### src/rtl/vram_arbiter_pkg.sv
// Shared definitions for the VRAM time-slot arbiters: slot owner and CPU handshake states.
package vram_arbiter_pkg;

    localparam int unsigned VRAM_AW = 13;
    localparam int unsigned VRAM_DW = 8;
    localparam int unsigned HPOS_W  = 9;

    typedef enum logic {
        SLOT_VIDEO = 1'b0,
        SLOT_CPU   = 1'b1
    } slot_e;

    typedef enum logic [1:0] {
        IDLE = 2'd0,
        PEND = 2'd1,
        ACC  = 2'd2,
        DONE = 2'd3
    } cpu_state_e;

    // Even pixels of the active line belong to the fetcher; everything else to the CPU.
    function automatic slot_e slot_owner(input logic blank, input logic hpos_odd);
        return (!blank && !hpos_odd) ? SLOT_VIDEO : SLOT_CPU;
    endfunction

endpackage

### src/rtl/vram_arbiter.sv
// Shares one single-port VRAM between the tile fetcher (even active pixels)
// and the Z80 bus (odd pixels and blanking) with a wait-state handshake.
module vram_arbiter
    import vram_arbiter_pkg::*;
#(
    parameter int unsigned AW = VRAM_AW,
    parameter int unsigned DW = VRAM_DW
) (
    input  logic              CLK,
    input  logic              RESET_N,
    input  logic              PCLK_EN,
    input  logic [HPOS_W-1:0] HPOS,
    input  logic              BLANK,
    input  logic [AW-1:0]     VID_AD,
    output logic [DW-1:0]     VID_DT,
    output logic              VID_RDY,
    input  logic              CPU_CS,
    input  logic              CPU_WR,
    input  logic [AW-1:0]     CPU_AD,
    input  logic [DW-1:0]     CPU_DI,
    output logic [DW-1:0]     CPU_DO,
    output logic              CPU_WAIT,
    output logic [AW-1:0]     RAM_AD,
    output logic              RAM_WE,
    output logic [DW-1:0]     RAM_DO,
    input  logic [DW-1:0]     RAM_DI
);

    cpu_state_e state;
    cpu_state_e state_nxt;
    slot_e      slot_c;
    logic       grant_c;
    logic       acc_end_c;
    logic       vid_pend;
    logic       unused_c;

    assign slot_c   = slot_owner(BLANK, HPOS[0]);
    assign unused_c = ^HPOS[HPOS_W-1:1];

    // Wait must be visible in the very first cycle of a request.
    assign CPU_WAIT = CPU_CS && (state != DONE);

    always_ff @(posedge CLK) begin
        if (!RESET_N) begin
            state <= IDLE;
        end else begin
            state <= state_nxt;
        end
    end

    // A request that arrives in a CPU slot is granted at once; otherwise it parks in PEND.
    always_comb begin
        state_nxt = state;
        grant_c   = 1'b0;
        acc_end_c = 1'b0;
        if (PCLK_EN) begin
            case (state)
                IDLE: begin
                    if (CPU_CS) begin
                        if (slot_c == SLOT_CPU) begin
                            grant_c   = 1'b1;
                            state_nxt = ACC;
                        end else begin
                            state_nxt = PEND;
                        end
                    end
                end
                PEND: begin
                    if (slot_c == SLOT_CPU) begin
                        grant_c   = 1'b1;
                        state_nxt = ACC;
                    end
                end
                ACC: begin
                    acc_end_c = 1'b1;
                    state_nxt = DONE;
                end
                DONE: begin
                    if (!CPU_CS) begin
                        state_nxt = IDLE;
                    end
                end
                default: state_nxt = IDLE;
            endcase
        end
    end

    always_ff @(posedge CLK) begin
        if (!RESET_N) begin
            vid_pend <= 1'b0;
            VID_DT   <= '0;
            VID_RDY  <= 1'b0;
            CPU_DO   <= '0;
            RAM_AD   <= '0;
            RAM_WE   <= 1'b0;
            RAM_DO   <= '0;
        end else begin
            VID_RDY <= 1'b0;
            if (PCLK_EN) begin
                if (vid_pend) begin
                    VID_DT  <= RAM_DI;
                    VID_RDY <= 1'b1;
                end
                vid_pend <= (slot_c == SLOT_VIDEO);
                RAM_WE   <= 1'b0;
                if (slot_c == SLOT_VIDEO) begin
                    RAM_AD <= VID_AD;
                end else if (grant_c) begin
                    RAM_AD <= CPU_AD;
                    RAM_DO <= CPU_DI;
                    RAM_WE <= CPU_WR;
                end
                // RAM_WE still high here means the finishing access was a write.
                if (acc_end_c && !RAM_WE) begin
                    CPU_DO <= RAM_DI;
                end
            end
        end
    end

endmodule

### config.mk
export PLATFORM = sky130hd
export DESIGN_NAME = vram_arbiter
export DESIGN_NICKNAME = d
export VERILOG_FILES = /design/src/rtl/vram_arbiter_pkg.sv /design/src/rtl/vram_arbiter.sv
export SDC_FILE = /design/constraint.sdc
export NUM_CORES = 1
export LEC_CHECK = 0
export BUFFER_PORTS_ARGS = -buffer_cell sky130_fd_sc_hd__buf_2
export CORE_ASPECT_RATIO = 1.25
export CORE_MARGIN = 8
export CORE_UTILIZATION = 41
export DETAILED_ROUTE_END_ITERATION = 7
export PLACE_DENSITY = 0.79
export SKIP_CTS_REPAIR_TIMING = 1
export SYNTH_ARGS = -nofsm -noshare
export SYNTH_HDL_FRONTEND = slang
export SYNTH_SLANG_ARGS = --single-unit
export TNS_END_PERCENT = 5
### constraint.sdc
create_clock -name CLK -period 1.5 [get_ports CLK]
set_input_delay 0.3 -clock CLK [delete_from_list [all_inputs] [get_ports CLK]]
set_output_delay 0.3 -clock CLK [all_outputs]
set_load 0.005 [all_outputs]
==> flow_metrics.tcl <==
set metrics [dict create \
    status "completed" \
    synth-edff-count 0 \
    min-delay-path-class "in -> reg" \
    post_drt_via_cell_ratio 4.943 \
    setup_viol 0 \
    cts.sinks 42 \
    port_buffers 88 \
    design.core.area_sq_mm 0.004765 \
    nFillCells 450 \
    num_vias 1824 \
    gr-total-overflow 0 \
    die-area_sq_mm 0.007479 \
    worstSetupPathType "reg -> reg" \
    pwr-share-clk 0.310 \
    p_int_w 0.001775 \
    power_switching_w 0.0006286 \
    synthFlopType "dfxtp_1" \
    cts.htree.levels 2 \
    post-dp-hpwl_mm 4.005 \
    ys_warn_count 0 \
    ys_seq_area_frac 0.4138 \
    synth.avg_cell_area_sq_um 9.153 \
    finClkSkew_ns 0.006741 \
    critPathLaunchType "register" \
    ctsLongestPathBuffers 2 \
    place_congestion 0.7850 \
    sw_frac_of_total 0.2616 \
    fmax_mhz 708.4 \
    grt.total_usage 0.1405 \
    synth_area_leaders "dfxtp_1 41%, mux2i_1 12%, a21boi_0 5.9%" \
    drive_gt1_frac 0.3689 \
    die_w_microns 78.97 \
    ys_ff_latch 42 \
    die_h_microns 94.71 \
    path_clk_slew_ns 0.08 \
    maxCapViolations 0 \
    leakagePower_nw 1.249 \
    cp-end-kind "register" \
    slowest_stage "dfxtp_2" \
    finalCritPeriodShare 0.9411 \
    p_seq_frac 0.500 \
    layout.nets 369 \
    tritoncts "done" \
    wirelength_mm 5.076 \
    cts_buffers 5 \
    drt_first_pass_iters 4 \
    worstPathRequired_ns 1.72 \
    final_common_cell "buf_2" \
    grt_max_degree 27 \
    wire_per_inst_microns 13.76 \
    route.detailed.drc 0 \
    netlist_area_sq_mm 0.002032 \
    yosysTopAreaCell "dfxtp_1" \
    diodes 0 \
    slew_violations 0 \
    start_util 0.4265 \
    areaGrowthSynthToFinish_pct 29.74 \
    crit_chain "inv_1, ha_2, mux2_2, a211oi_4, mux2i_1" \
    cts-root-buf "clkbuf_8" \
    tightest_slew_ns 0.5230 \
    powerDensity_mw_per_mm2 911.6 \
    grt_antenna_before_repair 0 \
    yosysUniqueCellTypes 27 \
    layout_common_cells "88 x buf_2, 40 x dfxtp_1, 24 x nand2_1, 24 x mux2i_1, 23 x o21ai_0" \
    clock_latency_ns 0.29 \
    ant_nets 0 \
    combPwrFrac 0.189 \
    finalPower_w 0.002403 \
    max-vdd-ir-drop_v 0.0004571 \
    grt_pass1_vias 1857 \
    grt_pass1_wl_mm 8.452 \
    synth_cells 222 \
    synth_fp_nets 283 \
    yosysTopAreaCellShare 0.4138 \
    drt_iter0_drc 90 \
    max_slew_margin 0.6490 \
    fin_ws_ns 0.08834 \
    finalCriticalPeriod_ns 1.412 \
    io_pins 97 \
    cp_slowest_stage_delay_ns 0.36 \
    async_flop_share 0 \
    crit_fanout 6 \
    worstPathArrival_ns 1.63 \
    place_ws_ns -0.02654 \
    finalHoldViolations 0 \
    rows 28 \
    grt_setup_unrepaired "no" \
]
## state kept, by name, indices dropped and copies added (netlist names)
register  flops
RAM_AD       13
CPU_DO        8
RAM_DO        8
VID_DT        8
state         2
RAM_WE        1
VID_RDY       1
vid_pend      1
## routing by layer
layer / global-route usage / vias to the layer above / wire length (microns)
met5: 0 / - / 0
met1: 0.1524 / 802 / 2138
met3: 0.09030 / 4 / 711
met4: 0.05108 / 0 / 46
li1: - / 937 / -
met2: 0.2162 / 81 / 2179
## critical path: cells and delay by family, from the launching register on
kind	cells	cell delay, ns
compound gates	1	0.23
buf+inv	1	0.06
mux	2	0.49
fa+ha+maj	1	0.21
flops	1	0.36
## final timing paths
check,to,slack (ns),start,depth (start not counted)
max,state[1],0.09,state[0],5
min,RAM_DO[0],0.26,CPU_DI[0],3
max reg2reg,state[1],0.09,state[0],5
min reg2reg,RAM_AD[5],0.46,RAM_AD[5],2
## synthesized netlist by cell type (all sizes together) (3+ instances only)
cell type / n
buf: 14
mux2i: 24
nand3: 16
clkbuf: 5
inv: 3
nor2b: 12
o21a: 14
nor3b: 14
nand2: 24
dfxtp: 42
a21boi: 16
ha: 4
o21ai: 25
## power groups by stage
stage	Sequential, W	Combinational (W)	Clock, W
detailed placement	0.00123	0.000457	0
global route	0.00121	0.000510	0.000834
CTS	0.00120	0.000459	0.000783
global placement	0.00123	0.000449	0
finish	0.00120	0.000455	0.000746
floorplan	0.00123	0.000275	0
## final cells by class
cell class	count	area, sq um	share of cell area
sequential	42	843.3	0.3199
clock inverter	2	12.51	0.004746
inverter	3	11.26	0.004271
timing repair buffer	98	528.0	0.2003
tap	60	75.07	0.02848
multi-input combinational	158	1084	0.4110
clock buffer	6	82.58	0.03132
## through the flow
stage	std cells	hold slack (ns)	utilization	setup TNS (ns)	area [sq um]
after floorplan	222	0.4549	-	0	2038
after global placement	361	0.4416	0.5315	0	2532
after detailed placement	361	0.4496	0.5315	-0.04770	2532
after CTS	369	0.2523	0.5515	-0.07431	2628
after global routing	369	0.2482	0.5533	0	2636
final	369	0.2609	0.5533	0	2636
## cells by family after synthesis
family,count (synthesis),share of synthesized area
simple gates,70,0.1841
compound gates,59,0.1946
flops,42,0.4138
mux,25,0.1238
buf+inv,22,0.05911
fa+ha+maj,4,0.02463
(Power assumes the default switching activity.)
